--- src/rtl/pong_pkg.sv ---
// Shared match-state types and screen constants for the pong endgame path.
package pong_pkg;

    localparam int unsigned COORD_W   = 10;
    localparam int unsigned H_VISIBLE = 640;
    localparam int unsigned V_VISIBLE = 480;

    typedef logic [COORD_W-1:0] coord_t;

    typedef enum logic [1:0] {
        PLAY           = 2'd0,
        ENDGAME_SCROLL = 2'd1,
        ENDGAME_HOLD   = 2'd2,
        WAIT_RESTART   = 2'd3
    } state_e;

    localparam logic [1:0] WIN_NONE = 2'd0;
    localparam logic [1:0] WIN_P1   = 2'd1;
    localparam logic [1:0] WIN_P2   = 2'd2;

endpackage

--- src/rtl/banner_scroller.sv ---
// Banner y origin (saturating per-frame scroll) and endgame hold-frame counter.
// BANNER_SCROLL_EN enables the scroll; otherwise start loads the rest position.
module banner_scroller
    import pong_pkg::*;
#(
    parameter int unsigned BANNER_Y_START = 0,
    parameter int unsigned BANNER_Y_END   = 200,
`ifdef BANNER_SCROLL_EN
    parameter int unsigned SCROLL_STEP    = 4,
`endif
    parameter int unsigned HOLD_FRAMES    = 120
) (
    input  logic   clk,
    input  logic   rst_n,
    input  logic   start,
    input  logic   rearm,
    input  logic   frame_tick,
`ifdef BANNER_SCROLL_EN
    input  logic   scroll_en,
    output logic   scroll_done_c,
`endif
    input  logic   hold_en,
    output logic   hold_done_c,
    output coord_t start_y
);

    localparam int unsigned HOLD_W = (HOLD_FRAMES > 1) ? $clog2(HOLD_FRAMES) : 1;

    coord_t            start_y_q, start_y_d;
    logic [HOLD_W-1:0] hold_q, hold_d;

`ifdef BANNER_SCROLL_EN
    logic [COORD_W:0] y_sum;
    coord_t           y_step;
`endif

    always_comb begin
        start_y_d   = start_y_q;
        hold_d      = hold_q;
        hold_done_c = 1'b0;
`ifdef BANNER_SCROLL_EN
        scroll_done_c = 1'b0;
        // One extra bit keeps the step from wrapping before saturation.
        y_sum  = {1'b0, start_y_q} + (COORD_W+1)'(SCROLL_STEP);
        y_step = (y_sum >= (COORD_W+1)'(BANNER_Y_END)) ? coord_t'(BANNER_Y_END) : y_sum[COORD_W-1:0];
`endif
        if (start) begin
`ifdef BANNER_SCROLL_EN
            start_y_d = coord_t'(BANNER_Y_START);
`else
            start_y_d = coord_t'(BANNER_Y_END);
`endif
            hold_d = '0;
        end else if (rearm) begin
            start_y_d = coord_t'(BANNER_Y_START);
            hold_d    = '0;
`ifdef BANNER_SCROLL_EN
        end else if (scroll_en && frame_tick) begin
            start_y_d = y_step;
            if (y_step == coord_t'(BANNER_Y_END)) begin
                scroll_done_c = 1'b1;
                hold_d        = '0;
            end
`endif
        end else if (hold_en && frame_tick) begin
            if (hold_q == HOLD_W'(HOLD_FRAMES - 1)) begin
                hold_done_c = 1'b1;
            end else begin
                hold_d = hold_q + HOLD_W'(1);
            end
        end
    end

    always_ff @(posedge clk or negedge rst_n) begin
        if (!rst_n) begin
            start_y_q <= coord_t'(BANNER_Y_START);
            hold_q    <= '0;
        end else begin
            start_y_q <= start_y_d;
            hold_q    <= hold_d;
        end
    end

    assign start_y = start_y_q;

endmodule

--- src/rtl/endgame_controller.sv ---
// Match-state controller: scores, winner detection and endgame banner drive.
// BANNER_SCROLL_EN adds the ENDGAME_SCROLL animation; without it the banner jumps to rest.
module endgame_controller
    import pong_pkg::*;
#(
    parameter int unsigned WIN_SCORE      = 5,
    parameter int unsigned SCORE_W        = 4,
    parameter int unsigned BANNER_X       = 240,
    parameter int unsigned BANNER_Y_START = 0,
    parameter int unsigned BANNER_Y_END   = 200,
`ifdef BANNER_SCROLL_EN
    parameter int unsigned SCROLL_STEP    = 4,
`endif
    parameter int unsigned HOLD_FRAMES    = 120
) (
    input  logic               clk,
    input  logic               rst_n,
    input  logic               frame_tick,
    input  logic               point_p1,
    input  logic               point_p2,
    input  logic               restart,
    output logic [SCORE_W-1:0] score_p1,
    output logic [SCORE_W-1:0] score_p2,
    output logic               game_active,
    output logic               endgame_active,
    output logic [1:0]         who_win,
    output logic [9:0]         start_x,
    output logic [9:0]         start_y
);

`ifdef BANNER_SCROLL_EN
    localparam state_e WIN_STATE = ENDGAME_SCROLL;
    logic scroll_done_c;
`else
    localparam state_e WIN_STATE = ENDGAME_HOLD;
`endif

    state_e             state_q, state_d;
    logic [SCORE_W-1:0] score_p1_q, score_p1_d, score_p2_q, score_p2_d;
    logic [SCORE_W-1:0] p1_inc, p2_inc;
    logic [1:0]         who_win_q, who_win_d;
    logic               game_active_q, game_active_d;
    logic               endgame_active_q, endgame_active_d;
    logic               win_start, rearm, hold_done_c;

    // Next-state, score and winner logic.
    always_comb begin
        state_d    = state_q;
        score_p1_d = score_p1_q;
        score_p2_d = score_p2_q;
        who_win_d  = who_win_q;
        win_start  = 1'b0;
        rearm      = 1'b0;
        p1_inc     = score_p1_q + SCORE_W'(1);
        p2_inc     = score_p2_q + SCORE_W'(1);

        unique case (state_q)
            PLAY: begin
                if (restart) begin
                    score_p1_d = '0;
                    score_p2_d = '0;
                end else if (point_p1 && !point_p2) begin
                    score_p1_d = p1_inc;
                    if (p1_inc == SCORE_W'(WIN_SCORE)) begin
                        who_win_d = WIN_P1;
                        win_start = 1'b1;
                        state_d   = WIN_STATE;
                    end
                end else if (point_p2 && !point_p1) begin
                    score_p2_d = p2_inc;
                    if (p2_inc == SCORE_W'(WIN_SCORE)) begin
                        who_win_d = WIN_P2;
                        win_start = 1'b1;
                        state_d   = WIN_STATE;
                    end
                end
            end
`ifdef BANNER_SCROLL_EN
            ENDGAME_SCROLL: begin
                if (scroll_done_c) state_d = ENDGAME_HOLD;
            end
`endif
            ENDGAME_HOLD: begin
                if (hold_done_c) state_d = WAIT_RESTART;
            end
            WAIT_RESTART: begin
                if (restart) begin
                    score_p1_d = '0;
                    score_p2_d = '0;
                    who_win_d  = WIN_NONE;
                    rearm      = 1'b1;
                    state_d    = PLAY;
                end
            end
            default: state_d = PLAY;
        endcase

        game_active_d    = (state_d == PLAY);
        endgame_active_d = (state_d != PLAY);
    end

    always_ff @(posedge clk or negedge rst_n) begin
        if (!rst_n) begin
            state_q          <= PLAY;
            score_p1_q       <= '0;
            score_p2_q       <= '0;
            who_win_q        <= WIN_NONE;
            game_active_q    <= 1'b1;
            endgame_active_q <= 1'b0;
        end else begin
            state_q          <= state_d;
            score_p1_q       <= score_p1_d;
            score_p2_q       <= score_p2_d;
            who_win_q        <= who_win_d;
            game_active_q    <= game_active_d;
            endgame_active_q <= endgame_active_d;
        end
    end

    banner_scroller #(
        .BANNER_Y_START (BANNER_Y_START),
        .BANNER_Y_END   (BANNER_Y_END),
`ifdef BANNER_SCROLL_EN
        .SCROLL_STEP    (SCROLL_STEP),
`endif
        .HOLD_FRAMES    (HOLD_FRAMES)
    ) u_banner_scroller (
        .clk           (clk),
        .rst_n         (rst_n),
        .start         (win_start),
        .rearm         (rearm),
        .frame_tick    (frame_tick),
`ifdef BANNER_SCROLL_EN
        .scroll_en     (state_q == ENDGAME_SCROLL),
        .scroll_done_c (scroll_done_c),
`endif
        .hold_en       (state_q == ENDGAME_HOLD),
        .hold_done_c   (hold_done_c),
        .start_y       (start_y)
    );

    assign score_p1       = score_p1_q;
    assign score_p2       = score_p2_q;
    assign who_win        = who_win_q;
    assign game_active    = game_active_q;
    assign endgame_active = endgame_active_q;
    assign start_x        = coord_t'(BANNER_X);

endmodule

--- config.mk ---
export PLATFORM = sky130hd
export DESIGN_NAME = endgame_controller
export DESIGN_NICKNAME = d
export VERILOG_FILES = /design/src/rtl/pong_pkg.sv /design/src/rtl/banner_scroller.sv /design/src/rtl/endgame_controller.sv
export SDC_FILE = /design/constraint.sdc
export NUM_CORES = 1
export LEC_CHECK = 0
export ABC_AREA = 1
export BUFFER_PORTS_ARGS = -buffer_cell sky130_fd_sc_hd__buf_2
export CELL_PAD_IN_SITES_DETAIL_PLACEMENT = 1
export CELL_PAD_IN_SITES_GLOBAL_PLACEMENT = 1
export CORE_MARGIN = 5
export CORE_UTILIZATION = 34
export DETAILED_ROUTE_END_ITERATION = 7
export MAX_ROUTING_LAYER = met4
export PLACE_DENSITY = 0.84
export REMOVE_ABC_BUFFERS = 1
export SKIP_LAST_GASP = 1
export SLEW_MARGIN = 25
export SYNTH_ARGS = -nofsm -noshare
export SYNTH_HDL_FRONTEND = slang
export SYNTH_HIERARCHICAL = 1
export SYNTH_SLANG_ARGS = --single-unit
--- constraint.sdc ---
create_clock -name clk -period 1.7 [get_ports clk]
set_clock_uncertainty 0.1 [all_clocks]
set_input_delay 0.34 -clock clk [delete_from_list [all_inputs] [get_ports clk]]
set_output_delay 0.34 -clock clk [all_outputs]
set_load 0.01 [all_outputs]
# After elaboration in Yosys (flattened, before gate mapping)
# Index checks and enable logic that the tools add are counted.
# op_classes
addsub	3
n_reduce_logical	15
n_eq_ne	14
n_mux	41
# op_table
operator	count
$mux W7	4
$mux W2	13
$mux W4	6
$mux W10	2
$ne A3 B3 Y1 const B	6
$pmux W4 S2	2
$mux W1	12
$add A4 B1 Y4 const B	2
$eq A4 B3 Y1 const B	2
$add A7 B1 Y7 const B	1
$eq A7 B7 Y1 const B	1
$pmux W2 S3	1
$reduce_and A6 Y1	1
$reduce_bool A2 Y1	3
$eq A2 B2 Y1 const B	2
$logic_not A2 Y1	2
$ne A2 B2 Y1 const B	2
$pmux W2 S2	1
$reduce_and A4 Y1	1
$logic_and A1 B1 Y1	3
$ne A3 B2 Y1 const B	1
$reduce_and A3 Y1	1
$reduce_bool A3 Y1	1
$logic_not A1 Y1	2
$reduce_and A2 Y1	1
# word_totals
regBits	31
elab_cells	81
in_bits	6
output_inout_bits	32

# Depth between registers and ports, before layout
# logic_depth
depth_word	11
mapped_depth	17

# Cells and area by module
# The synthesis kept the hierarchy.
# modules_own_cells
mod	seq_area_each_um2	area_each_um2	instances	cells_per_inst
endgame_controller	351.6	914.6	1	114
banner_scroller	200.2	551.8	1	77

# Worst setup path before layout
# Ideal clock, no wire load.
# synth_timing
path_type	register to register
from	register score_p1_q[0] (netlist: score_p1[0])
to	register state_q[0]
path_slack_ns	-0.236
t_arrival_ns	1.753
setup_ns	0.083
t_required_ns	1.517
path_stages_with_launch	14
cell_sequence	dfrtp_1 ha_1 xor2_2 nand3_2 nand2_1 inv_2 nor2_1 inv_1 nand2_1 nor2_1 nand2_2 nor3_1 nand2_1 o21ai_0
# synth_between
elab_chain_len	9
elab_cells_between_ends	12
classes_between	add/sub: 1; eq/ne: 1; mux: 10
# synth_lines
element	line	source
start, declared	endgame_controller.sv:39	logic [SCORE_W-1:0] score_p1_q, score_p1_d, score_p2_q, score_p2_d;
start signal, assigned	endgame_controller.sv:112	score_p1_q <= score_p1_d;
$add A4 B1 Y4	endgame_controller.sv:54	p1_inc = score_p1_q + SCORE_W'(1);
$eq A4 B3 Y1	endgame_controller.sv:64	if (p1_inc == SCORE_W'(WIN_SCORE)) begin
$mux W1	endgame_controller.sv:64	
$mux W1	endgame_controller.sv:62	end else if (point_p1 && !point_p2) begin
$mux W1	endgame_controller.sv:59	if (restart) begin
$mux W1	endgame_controller.sv:57	unique case (state_q)
net win_start	endgame_controller.sv:44	logic win_start, rearm, hold_done_c;
$mux W1	banner_scroller.sv:47	if (start) begin
net hold_done_c	endgame_controller.sv:44	
$mux W2	endgame_controller.sv:84	if (hold_done_c) state_d = WAIT_RESTART;
$pmux W2 S3	endgame_controller.sv:57	
net state_d[0]	endgame_controller.sv:38	state_e state_q, state_d;
end signal, assigned	endgame_controller.sv:111	state_q <= state_d;
end, declared	endgame_controller.sv:38	
# The timed path passes the listed nets, and every way through them passes these cells.
# A chain may end at the register's enable or synchronous reset.

# Worst setup path after layout
# layout_timing
from	register score_p2_q[1] (netlist: score_p2[1])
to	register u_banner_scroller.hold_q[0]
# layout_between
elab_chain_len	9
elab_cells_between_ends	11
classes_between	add/sub: 1; eq/ne: 2; mux: 6; reduce/logical: 2
# layout_lines
element	line	source
start, declared	endgame_controller.sv:39	
start signal, assigned	endgame_controller.sv:113	score_p2_q <= score_p2_d;
$add A4 B1 Y4 (*)	endgame_controller.sv:55	p2_inc = score_p2_q + SCORE_W'(1);
$eq A4 B3 Y1 (*)	endgame_controller.sv:71	if (p2_inc == SCORE_W'(WIN_SCORE)) begin
$mux W1 (*)	endgame_controller.sv:71	
$mux W1 (*)	endgame_controller.sv:69	end else if (point_p2 && !point_p1) begin
$mux W1 (*)	endgame_controller.sv:62	
$mux W1 (*)	endgame_controller.sv:59	
$mux W1 (*)	endgame_controller.sv:57	
net win_start	endgame_controller.sv:44	
$ne A3 B2 Y1 (no line) or $reduce_bool A3 Y1 (tied branches)	--	
$reduce_and A2 Y1 (no line)	--	
end signal, assigned	banner_scroller.sv:80	hold_q <= hold_d;
end, declared	banner_scroller.sv:30	logic [HOLD_W-1:0] hold_q, hold_d;
# The timed path passes the listed nets; every way through them passes the cells marked *.

==> run_results.csv <==
group,metric,value,unit
run_status,outcome,"complete, but fails checks",
run_status,violations,"setup timing",
layout,drive_above_1_share,37.4,%
placement,globalplace.congestion,0.861,
clocking,numCtsBuffers,3,
critical_path,startpoint_type,"register",
die,die_x,75.7,um
drt,drtIter0Drc,57,
die,core,4090,um2
global_routing,grt_pass1_wl,6150,um
critical_path,cp-end-kind,"register",
critical_path,slowest_stage,"dfrtp_1",
synth,ys_async_sr_fraction,100,%
global_routing,antenna_found_initial,0,
synth,synth_area_per_cell,7.68,um2
critical_path,crit_required,1.75,ns
power,vdd_drop_max,0.000325,V
sta,fin_crit_sh,117,%
placement,post-place-cells,272,
critical_path,cp.arrival,2.05,ns
drt,firstDrtPassIters,4,
layout,stdcell_count,285,
global_routing,gr-total-overflow,0,
synth,yosys.area.top_type_share,35.8,%
drt,vias_per_cell,4.84,
synth,synth_seq_cells,22,
clocking,cts-htree-levels,1,
drt,wl_per_cell,13.9,um
power,clkPwrFrac,24.0,%
layout,postLayoutCellArea,1880,um2
power,seq_power_share,47.3,%
critical_path,critPathMaxFanout,7,
synth,syn_inst,191,
sta,setup_slack,-0.297,ns
global_routing,grt_pass1_vias,1351,
global_routing,grt_use_total,14.4,%
die,rows,23,
clocking,cts_tree,"yes",
drt,routed_wl,3970,um
die,ioPinCount,38,
critical_path,path_cells,"ha_4 -> inv_2 -> nand2_2 -> nand2_2 -> nor2_2 -> nand3_1 -> nand2_1 -> inv_2 -> nor2_4 -> inv_2 -> nand2_4 -> nor2_4 -> nand2_4 -> nand2_4 -> nand2_1 -> o21ai_1",
synth,synth.most_common_cell,"nand2_1",
drt,dr_total_vias,1378,
critical_path,slowest_delay,0.43,ns
drt,drc,0,
layout,fin_nets,249,
die,die-area,5730,um2
synth,synth_edf_count,0,
power,comb_power_share,28.7,%
sta,slew_viol_final,0,
sta,finalHoldViolCount,0,
synth,synth_cell_types,24,
flow_run,cap_violations,0,
placement,placed_area,1660,um2
layout,area_growth,28.5,%
sta,hold_slack,0.266,ns
sta,rsz0062_at_grt,"yes",
synth,ys_top_cells_by_count,"40 x nand2_1, 26 x inv_1, 21 x dfrtp_1, 19 x buf_4, 15 x nand3_1",
sta,tightest_slew,0.518,ns
synth,synth.largest_area_cell,"dfrtp_1",
clocking,clkLatencyLatePin,0.26,ns
sta,setup_violations,9,
synth,yosys-top-cells-area,"dfrtp_1 36%, nand2_1 10%, buf_4 9.7%",
synth,ys_seq_area_share,37.6,%
power,intPower,0.919,mW
clocking,root_buffer,"clkbuf_8",
sta,slew_headroom,65.5,%
power,power_density,755,nW/um2
placement,dp_hpwl,2650,um
layout,n_antenna_cell,0,
synth,synth_area,1470,um2
global_routing,grt_max_degree,23,
sta,max_freq,0.501,GHz
critical_path,critPathKind,"reg -> reg",
clocking,clkTransAtPathRegs,0.08,ns
synth,ys_dominant_reg_cell,"dfrtp_1",
power,sw_frac_of_total,35.4,%
critical_path,r2r_slack,-0.30,ns
clocking,cts.sinks,22,
synth,ys_warn_count,6,
die,initial_core_util,35.9,%
placement,portBuffers,20,
power,power_leakage,0.985,nW
layout,final_util,46.1,%
power,p_switching,0.504,mW
worst_hold_path,worstHoldPathType,"in -> reg",
die,die_h,75.7,um
drt,ant_nets,0,
sta,period_needed,2.00,ns
clocking,clock_path_buffers,2,
## power groups by stage
stage | sequential (mW) | clock (mW) | combinational (mW)
global route | 0.678 | 0.375 | 0.455
detailed placement | 0.672 | 0 | 0.353
global placement | 0.667 | 0 | 0.341
CTS | 0.665 | 0.358 | 0.364
floorplan | 0.671 | 0 | 0.212
finish | 0.672 | 0.341 | 0.409
## layout by cell type, fill, tap and decap left out, types with 3 or more instances in the layout
cell type and n:
clkbuf_8 3, nor2_1 7, nand2_2 6, buf_6 4, inv_1 24, nand2_1 35, buf_2 20, nor2_4 4
nand4_1 9, conb_1 17, nand2_4 4, dfrtp_1 21, inv_2 9, nand3_1 13, buf_4 20, nand3_2 3
o21ai_1 11, nor2_2 3, ha_1 5
## final timing paths
check,end,startpoint,depth (start not counted)
max reg2reg,u_banner_scroller/hold_q[0],score_p2[1],16
min reg2reg,who_win[1],who_win[1],2
min,state_q[0],restart,2
max in group asynchronous,game_active,rst_n,2
min in group asynchronous,u_banner_scroller/hold_q[3],rst_n,2
max,u_banner_scroller/hold_q[0],score_p2[1],16
## sequential cells by signal, indices dropped and copies added (netlist names)
name,flops
game_active,1
score_p1,4
u_banner_scroller/hold_q,7
who_win,2
u_banner_scroller/start_y,1
score_p2,4
state_q,2
endgame_active,1
## critical path, delay by kind of cell (launching register included)
| family | cells | cell delay, ns |
|---|---|---|
| and+or+nand+nor | 11 | 0.94 |
| buffers and inverters | 3 | 0.15 |
| AOI/OAI and AO/OA | 1 | 0.07 |
| adders and majority gates | 1 | 0.17 |
| DFF | 1 | 0.43 |
## final cells by class
cell class	count	area, um2
Inverter	33	124
Tap cell	50	62.6
Fill cell	537	2200
Sequential cell	22	552
Timing Repair Buffer	45	305
Clock buffer	4	45.0
Multi-Input combinational cell	131	796
## metrics by stage
stage | setup slack [ns] | TNS [ns] | power [mW]
CTS | -0.259 | -2.09 | 1.39
detailed placement | -0.320 | -2.34 | 1.02
floorplan | -0.236 | -1.77 | 0.883
finish | -0.297 | -2.09 | 1.42
global placement | -0.235 | -1.78 | 1.01
global route | -0.455 | -3.62 | 1.51
## what timing repair did
item	4_1_cts	5_1_grt
gates resized for setup	8	25
endpoints found under the setup margin	8	11
buffers inserted	8	6
pin swaps	1	14
hold buffers	1	0
cloned	1	0
hold endpoints to repair	21	0
## cell families (layout without fill, tap and decap cells)
logic type | count (synthesis) | after routing | synth area share [%]
DFF | 22 | 22 | 37.6
xor gates and xnor gates | 1 | 1 | 1.11
adders and majority gates | 7 | 7 | 5.97
AOI/OAI and AO/OA | 19 | 19 | 7.76
and+or+nand+nor | 86 | 87 | 28.2
buffers and inverters | 53 | 82 | 18.5
other | 3 | 17 | 0.768
## layer usage
layer  vias up  wire (um)  GRT usage (%)
li1        656          -              -
met1       684       1720           17.8
met2        36       2060           24.6
met3         2        149           1.19
met4         0         34           4.85
met5         -          0              -
Note: power is estimated with default switching activity, not from simulation.
